File: config.mk
export PLATFORM = sky130hd
export DESIGN_NAME = ex_mem_stage
export DESIGN_NICKNAME = d
export VERILOG_FILES = /design/src/rtl/riscv_pkg.sv /design/src/rtl/pipe_skid_buf.sv /design/src/rtl/ex_mem_stage.sv
export SDC_FILE = /design/constraint.sdc
export NUM_CORES = 1
export LEC_CHECK = 0
export BUFFER_PORTS_ARGS = -buffer_cell sky130_fd_sc_hd__buf_2
export CORE_ASPECT_RATIO = 0.6
export CORE_MARGIN = 4
export CORE_UTILIZATION = 55
export CTS_BUF_LIST = sky130_fd_sc_hd__clkbuf_4 sky130_fd_sc_hd__clkbuf_8 sky130_fd_sc_hd__clkbuf_16
export DETAILED_ROUTE_END_ITERATION = 10
export PLACE_DENSITY = 0.79
export SLEW_MARGIN = 20
export SYNTH_ARGS = -nofsm -noshare
export SYNTH_HDL_FRONTEND = slang
export SYNTH_HIERARCHICAL = 1
export SYNTH_SLANG_ARGS = --single-unit
File: constraint.sdc
create_clock -name clk_i -period 12.4 [get_ports clk_i]
set_clock_uncertainty 0.15 [all_clocks]
set_input_delay 1.24 -clock clk_i [delete_from_list [all_inputs] [get_ports clk_i]]
set_output_delay 1.24 -clock clk_i [all_outputs]
set_load 0.03 [all_outputs]
File: src/rtl/riscv_pkg.sv
// Shared types and constants for the execute-to-memory pipeline stage.
// The optional forwarding outputs of ex_mem_stage are enabled by the macro EX_MEM_FWD_EN.
package riscv_pkg;

  // Datapath width used by the packed payload struct.
  localparam int XLEN_P = 32;

  // Conditional branch funct3 encodings.
  localparam logic [2:0] F3_BEQ  = 3'b000;
  localparam logic [2:0] F3_BNE  = 3'b001;
  localparam logic [2:0] F3_BLT  = 3'b100;
  localparam logic [2:0] F3_BGE  = 3'b101;
  localparam logic [2:0] F3_BLTU = 3'b110;
  localparam logic [2:0] F3_BGEU = 3'b111;

  // Payload carried from execute to the memory stage.
  typedef struct packed {
    logic [XLEN_P-1:0] result;
    logic [XLEN_P-1:0] store_data;
    logic [4:0]        rd;
    logic [2:0]        funct3;
    logic              reg_write;
    logic              mem_read;
    logic              mem_write;
  } ex_mem_t;

  // Branch decision from the ALU zero flag. Execute issues SUB for BEQ/BNE
  // and SLT/SLTU for the ordered compares, so funct3 bits 0 and 2 select the
  // polarity. The reserved encodings 010/011 never take.
  function automatic logic branch_taken(input logic zero, input logic [2:0] f3);
    logic legal;
    legal = (f3 != 3'b010) && (f3 != 3'b011);
    return legal && (zero ^ f3[0] ^ f3[2]);
  endfunction

endpackage

File: src/rtl/pipe_skid_buf.sv
// Generic two-entry valid/ready skid buffer. The main entry drives the output;
// the skid entry catches one payload while the output is stalled, so in_ready_o
// is a pure register output with no combinational path from out_ready_i.
module pipe_skid_buf #(
  parameter int W = 8
) (
  input  logic         clk_i,
  input  logic         rst_i,
  input  logic         flush_i,
  input  logic         in_valid_i,
  output logic         in_ready_o,
  input  logic [W-1:0] in_data_i,
  output logic         out_valid_o,
  input  logic         out_ready_i,
  output logic [W-1:0] out_data_o
);

  logic         main_valid_q, main_valid_d;
  logic         skid_valid_q, skid_valid_d;
  logic [W-1:0] main_q, main_d;
  logic [W-1:0] skid_q, skid_d;
  logic         accept;
  logic         main_free;

  assign in_ready_o  = !skid_valid_q;
  assign out_valid_o = main_valid_q;
  assign out_data_o  = main_q;

  assign accept    = in_valid_i && !skid_valid_q && !flush_i;
  assign main_free = !main_valid_q || out_ready_i;

  // Next-state for both entries; data fields hold unless loaded so the
  // output data keeps its last value while out_valid_o is low.
  always_comb begin
    main_valid_d = main_valid_q;
    skid_valid_d = skid_valid_q;
    main_d       = main_q;
    skid_d       = skid_q;
    if (flush_i) begin
      main_valid_d = 1'b0;
      skid_valid_d = 1'b0;
    end else if (main_free) begin
      if (skid_valid_q) begin
        // Skid full implies in_ready_o=0, so nothing is accepted this cycle.
        main_valid_d = 1'b1;
        main_d       = skid_q;
        skid_valid_d = 1'b0;
      end else begin
        main_valid_d = accept;
        if (accept) main_d = in_data_i;
      end
    end else if (accept) begin
      skid_valid_d = 1'b1;
      skid_d       = in_data_i;
    end
  end

  // Entry registers with asynchronous reset.
  always_ff @(posedge clk_i or posedge rst_i) begin
    if (rst_i) begin
      main_valid_q <= 1'b0;
      skid_valid_q <= 1'b0;
      main_q       <= '0;
      skid_q       <= '0;
    end else begin
      main_valid_q <= main_valid_d;
      skid_valid_q <= skid_valid_d;
      main_q       <= main_d;
      skid_q       <= skid_d;
    end
  end

endmodule

File: src/rtl/ex_mem_stage.sv
// Execute-to-memory pipeline stage: registers the ALU result and control
// metadata through a two-entry skid buffer and resolves conditional branches
// into a one-cycle redirect pulse. Define EX_MEM_FWD_EN to add the bypass
// outputs fwd_valid_o / fwd_rd_o / fwd_data_o driven from the main entry.
module ex_mem_stage
  import riscv_pkg::*;
#(
  parameter int XLEN = 32  // must match riscv_pkg::XLEN_P
) (
  input  logic            clk_i,
  input  logic            rst_i,
  input  logic            in_valid_i,
  output logic            in_ready_o,
  input  logic [XLEN-1:0] alu_result_i,
  input  logic            alu_zero_i,
  input  logic [XLEN-1:0] rs2_data_i,
  input  logic [XLEN-1:0] pc_target_i,
  input  logic [4:0]      rd_i,
  input  logic            reg_write_i,
  input  logic            mem_read_i,
  input  logic            mem_write_i,
  input  logic            branch_i,
  input  logic [2:0]      funct3_i,
  input  logic            flush_i,
  output logic            out_valid_o,
  input  logic            out_ready_i,
  output logic [XLEN-1:0] out_result_o,
  output logic [XLEN-1:0] out_store_data_o,
  output logic [4:0]      out_rd_o,
  output logic [2:0]      out_funct3_o,
  output logic            out_reg_write_o,
  output logic            out_mem_read_o,
  output logic            out_mem_write_o,
`ifdef EX_MEM_FWD_EN
  output logic            fwd_valid_o,
  output logic [4:0]      fwd_rd_o,
  output logic [XLEN-1:0] fwd_data_o,
`endif
  output logic            redirect_o,
  output logic [XLEN-1:0] redirect_pc_o
);

  ex_mem_t         in_pl;
  ex_mem_t         out_pl;
  logic            accept;
  logic            redirect_q, redirect_d;
  logic [XLEN-1:0] redirect_pc_q, redirect_pc_d;

  assign in_pl.result     = alu_result_i;
  assign in_pl.store_data = rs2_data_i;
  assign in_pl.rd         = rd_i;
  assign in_pl.funct3     = funct3_i;
  assign in_pl.reg_write  = reg_write_i;
  assign in_pl.mem_read   = mem_read_i;
  assign in_pl.mem_write  = mem_write_i;

  pipe_skid_buf #(
    .W ($bits(ex_mem_t))
  ) u_skid (
    .clk_i       (clk_i),
    .rst_i       (rst_i),
    .flush_i     (flush_i),
    .in_valid_i  (in_valid_i),
    .in_ready_o  (in_ready_o),
    .in_data_i   (in_pl),
    .out_valid_o (out_valid_o),
    .out_ready_i (out_ready_i),
    .out_data_o  (out_pl)
  );

  assign out_result_o     = out_pl.result;
  assign out_store_data_o = out_pl.store_data;
  assign out_rd_o         = out_pl.rd;
  assign out_funct3_o     = out_pl.funct3;
  assign out_reg_write_o  = out_pl.reg_write;
  assign out_mem_read_o   = out_pl.mem_read;
  assign out_mem_write_o  = out_pl.mem_write;

`ifdef EX_MEM_FWD_EN
  assign fwd_valid_o = out_valid_o && out_pl.reg_write && (out_pl.rd != 5'd0);
  assign fwd_rd_o    = out_pl.rd;
  assign fwd_data_o  = out_pl.result;
`endif

  // Flush blocks acceptance, which also suppresses a same-cycle redirect.
  assign accept = in_valid_i && in_ready_o && !flush_i;

  // Redirect pulses for one cycle after a taken branch is accepted; the
  // target register holds its last value between pulses.
  always_comb begin
    redirect_d    = 1'b0;
    redirect_pc_d = redirect_pc_q;
    if (accept && branch_i && branch_taken(alu_zero_i, funct3_i)) begin
      redirect_d    = 1'b1;
      redirect_pc_d = pc_target_i;
    end
  end

  // Redirect registers with asynchronous reset.
  always_ff @(posedge clk_i or posedge rst_i) begin
    if (rst_i) begin
      redirect_q    <= 1'b0;
      redirect_pc_q <= '0;
    end else begin
      redirect_q    <= redirect_d;
      redirect_pc_q <= redirect_pc_d;
    end
  end

  assign redirect_o    = redirect_q;
  assign redirect_pc_o = redirect_pc_q;

endmodule

# After elaboration in Yosys (flattened, before gate mapping)
# Index checks and enable logic that the tools add are counted.
[op_classes] n_mux=9 shifts=0 n_bitwise=4 eq_ne=2 n_addsub=0 div=0 n_reduce_logical=15 mul=0 magnitude_cmp=0
[op_table] op="$mux W75" n=2
[op_table] op="$mux W1" n=7
[op_table] op="$logic_and A1 B1 Y1" n=6
[op_table] op="$ne A3 B2 Y1 const B" n=2
[op_table] op="$reduce_and A3 Y1" n=2
[op_table] op="$reduce_bool A2 Y1" n=2
[op_table] op="$logic_not A1 Y1" n=3
[op_table] op="$reduce_bool A3 Y1" n=1
[op_table] op="$not A1 Y1" n=2
[op_table] op="$xor A1 B1 Y1" n=2
[op_table] op="$logic_or A1 B1 Y1" n=1
[word_totals] n_memories=0 wordCells=36 output_inout_bits=110 latchBits=0 ram_bits=0 romBits=0 ff_bits=185 in_bits=114

# Logic depth before layout (Yosys ltp)
[logic_depth] word_depth=6 ltp_mapped=10 ltp_nobuf=5

# Hierarchy
# The synthesis kept the hierarchy.
[by_module_without_submodules] module="pipe_skid_buf" instances=1 area_each_um2=6889.1 seq_area_each_um2=3803.6 cells_each=412
[by_module_without_submodules] module="ex_mem_stage" instances=1 area_each_um2=1709.1 seq_area_each_um2=825.8 cells_each=147

# Worst setup path after synthesis
# Ideal clock, no wire load.
[synth_timing] path_kind="input port to flip-flop" from="input port flush_i" to="register redirect_pc_q[20], in the netlist redirect_pc_o[20]" setup_slack_ns=9.617 cell_stages=6 required_ns=12.127 t_arrival_ns=2.510 n_path_buf=2 setup_ns=0.123 path_cell_list="nand4b_2 > or3_1 > buf_2 > buf_6 > o22a_1 > o221a_1"
[synth_between] elab_chain_cells=4
[synth_rtl] element="start, declared" line_no="ex_mem_stage.sv:24" text="input logic flush_i,"
[synth_rtl] element="$logic_not A1 Y1" line_no="ex_mem_stage.sv:86" text="assign accept = in_valid_i && in_ready_o && !flush_i;"
[synth_rtl] element="$logic_and A1 B1 Y1" line_no="ex_mem_stage.sv:86"
[synth_rtl] element="$logic_and A1 B1 Y1 (2 in series)" line_no="ex_mem_stage.sv:93" text="if (accept && branch_i && branch_taken(alu_zero_i, funct3_i)) begin"
[synth_rtl] element="end signal, assigned" line_no="ex_mem_stage.sv:106" text="redirect_pc_q <= redirect_pc_d;"
[synth_rtl] element="end, declared" line_no="ex_mem_stage.sv:47" text="logic [XLEN-1:0] redirect_pc_q, redirect_pc_d;"
# Every way passes these cells.
# A chain may end at the register's enable or synchronous reset.

# Worst setup path in the final report
[layout_timing] from="input port funct3_i[0]" to="register redirect_pc_q[19], in the netlist redirect_pc_o[19]"
[layout_between] elab_chain_cells=4 elab_cells_between_ends=7 cone_classes="2 x eq/ne; 2 x bitwise; 3 x reduce/logical"
[layout_rtl] element="start, declared" line_no="ex_mem_stage.sv:23" text="input logic [2:0] funct3_i,"
[layout_rtl] element="$ne A3 B2 Y1 or $xor A1 B1 Y1 (tied branches)" line_no="riscv_pkg.sv:32, riscv_pkg.sv:33"
[layout_rtl] element="$logic_and A1 B1 Y1 or $xor A1 B1 Y1 (tied branches)" line_no="riscv_pkg.sv:32, riscv_pkg.sv:33"
[layout_rtl] element="$logic_and A1 B1 Y1 (*)" line_no="riscv_pkg.sv:33" text="return legal && (zero ^ f3[0] ^ f3[2]);"
[layout_rtl] element="$logic_and A1 B1 Y1 (*)" line_no="ex_mem_stage.sv:93"
# Every way passes the cells marked *; elsewhere a longest branch is shown, timed or not.

==> impl_metrics.yaml <==
synthesis:
  synth_area_sq_um: 8600
  synth_area_leader_cell: "dfrtp_1"
  synth.distinct_cells: 28
  synth-seq-cells: 185
  ys_seq_area_frac: 0.538
  synth_top_cell_area_share: 0.538
  synth_area_per_cell_sq_um: 15.4
  syn_nets: 673
  synthCells: 559
  synthTopCellsByArea: "dfrtp_1 54%, mux2_2 16%, mux2_4 14%"
  yosysWarnings: 6
global_route:
  track_usage: 0.212
  grt.overflow.total: 0
  antenna_found_initial: 3
  grt_pass1_wl_microns: 30500
  grt_pass1_vias: 5818
  grt_start_max_net_pins: 82
floorplanning:
  die_h_microns: 105
  io_pins: 224
  core_sq_um: 15300
  core.rowCount: 35
  die_x_microns: 169
  die-area_sq_um: 17800
  initial_utilization: 0.561
routing:
  drt_iter0_markers: 344
  wl_microns: 18800
  drc: 0
  avgRoutedWirePerCell_microns: 19.1
  dr_total_vias: 5399
  ant_nets: 0
  viasPerCell: 5.49
  dr.pass1.iters: 6
status:
  status: "completed"
timing:
  max_freq_ghz: 0.293
  setup_viol: 0
  tns_ns: 0
  worst_pin_slew_ns: 1.11
  finalHoldViolCount: 0
  period_share: 0.275
  grt_setup_unrepaired: "false"
  fin_crit_ns: 3.41
  slew_headroom: 0.260
  setup_ws_ns: 8.99
  whs_ns: 0.332
  slew_violations: 0
cells_and_area:
  drive_gt1_frac: 0.606
  final.fill_count: 1107
  finish.instance_area_sq_um: 10300
  final_cell_mix: "223 x buf_2, 184 x dfrtp_1, 125 x mux2_2"
  final_common_cell: "buf_2"
  fin_cells: 984
  regArea_sq_um: 4630
  nets: 881
  multi_input_area_sq_um: 3690
  utilization: 0.673
  syn2layout_area_growth_pct: 20.0
critical_path:
  cp.arrival_ns: 3.55
  crit_chain: "buf_2 > xnor2_2 > nor2_2 > o21a_1 > mux2_1"
  startpoint_type: "primary input"
  worstSetupEndpointType: "flop"
  crit_slowest_cell: "o21a_1"
  crit_type: "in2reg"
  path_delay_family: "compound AO/OA/AOI/OAI gates"
  cp_max_fo: 18
  crit_buf_inv: 1
  slowest_delay_ns: 0.86
  cp.required_ns: 12.54
power_and_ir_drop:
  vdd_drop_max_mv: 0.0925
  powerDensity_nw_per_um2: 174
  total_power_mw: 1.79
  power_leakage_nw: 4.98
cts:
  clockBufferDepth: 2
  cts_made_buffers: 17
  cts.clk_slew.worst_paths_ns: 0.07
  cts_tree: "built"
  cts_max_level: 4
  cts-root-buf: "clkbuf_16"
  clk_latency_ns: 0.42
  cts_num_sinks: 185
  cts_hold_buf: 0
  cts_setup_buffers: 0
  post_cts_resized: 0
place:
  dpl_cell_area_sq_um: 9730
  globalplace.congestion: 0.925
  dp_slack_ns: 8.61
  place_inst: 951
  numPortBuffers: 223
  hpwl_microns: 13100
run:
  maxCapViolCount: 0
hold_path:
  hold_class: "reg2reg"
## worst register-to-register path, stage by stage (launching register included)
cell      delay (ns)
dfrtp_4         0.53
inv_1           0.16
nand4b_2        0.40
a21oi_1         0.28
o21a_1          0.82
mux2_1          0.41
## logic make-up after synthesis
logic type	Yosys count	share of synthesized area
flip-flops	185	0.538
AO/OA/AOI/OAI	48	0.0457
AND/OR/NAND/NOR	41	0.0268
buffers and inverters	41	0.0352
XOR/XNOR	2	0.00291
multiplexers	242	0.351
## final timing paths
path / start / to / slack, ns / depth (start not counted)
max reg2reg: u_skid/skid_valid_q$_DFFE_PP0P_ / redirect_pc_o[19]$_DFFE_PP0P_ / 9.53 / 5
max: funct3_i[0] / redirect_pc_o[19]$_DFFE_PP0P_ / 8.99 / 5
min reg2reg: u_skid/out_data_o[38]$_DFFE_PP0P_ / u_skid/out_data_o[38]$_DFFE_PP0P_ / 0.33 / 1
max in group asynchronous: rst_i / u_skid/skid_valid_q$_DFFE_PP0P_ / 10.09 / 3
min: u_skid/out_data_o[38]$_DFFE_PP0P_ / u_skid/out_data_o[38]$_DFFE_PP0P_ / 0.33 / 1
min in group asynchronous: rst_i / u_skid/out_data_o[3]$_DFFE_PP0P_ / 0.79 / 2
## power by group
part / internal [mW] / switching, mW
Combinational: 0.208 / 0.253
Clock: 0.277 / 0.245
Sequential: 0.732 / 0.0745
## sequential cells by signal, indices dropped and copies added, names as in the netlist
register / count
redirect_o: 1
redirect_pc_o: 32
u_skid/out_data_o: 75
u_skid/out_valid_o: 1
u_skid/skid_q: 75
u_skid/skid_valid_q: 1
## cells in the mapped netlist
master	count
o21ai_0	6
inv_1	3
buf_4	5
dfrtp_1	185
o21ai_1	9
xor2_1	1
nor2_4	1
xnor2_2	1
nor2b_4	1
buf_6	16
or3_1	1
buf_2	8
nor3_4	1
nand3_1	1
mux2_4	78
o221a_1	15
and4b_1	1
mux2_1	39
clkbuf_1	9
nand2b_1	1
nor2_1	16
nor2_2	1
mux2_2	125
a21oi_1	2
nor3_1	16
o21a_1	1
o22a_1	15
nand4b_2	1
## layout make-up
type,count,share of cell area
clock inverters,13,0.0121
multi-input cells,333,0.357
diodes,1,0.000242
inverters,3,0.00158
clock buffers,19,0.0439
flip-flops and latches,185,0.449
well taps,203,0.0246
repair buffers,227,0.111
## per-layer routing
| layer | up-vias | part of all wire | track usage |
|---|---|---|---|
| li1 | 2447 | - | - |
| met1 | 2753 | 0.46 | 0.306 |
| met5 | - | 0.0013 | 0 |
| met2 | 169 | 0.46 | 0.320 |
| met4 | 4 | 0.012 | 0.0661 |
| met3 | 26 | 0.061 | 0.0507 |
Note: power is estimated with default switching activity, not from simulation.
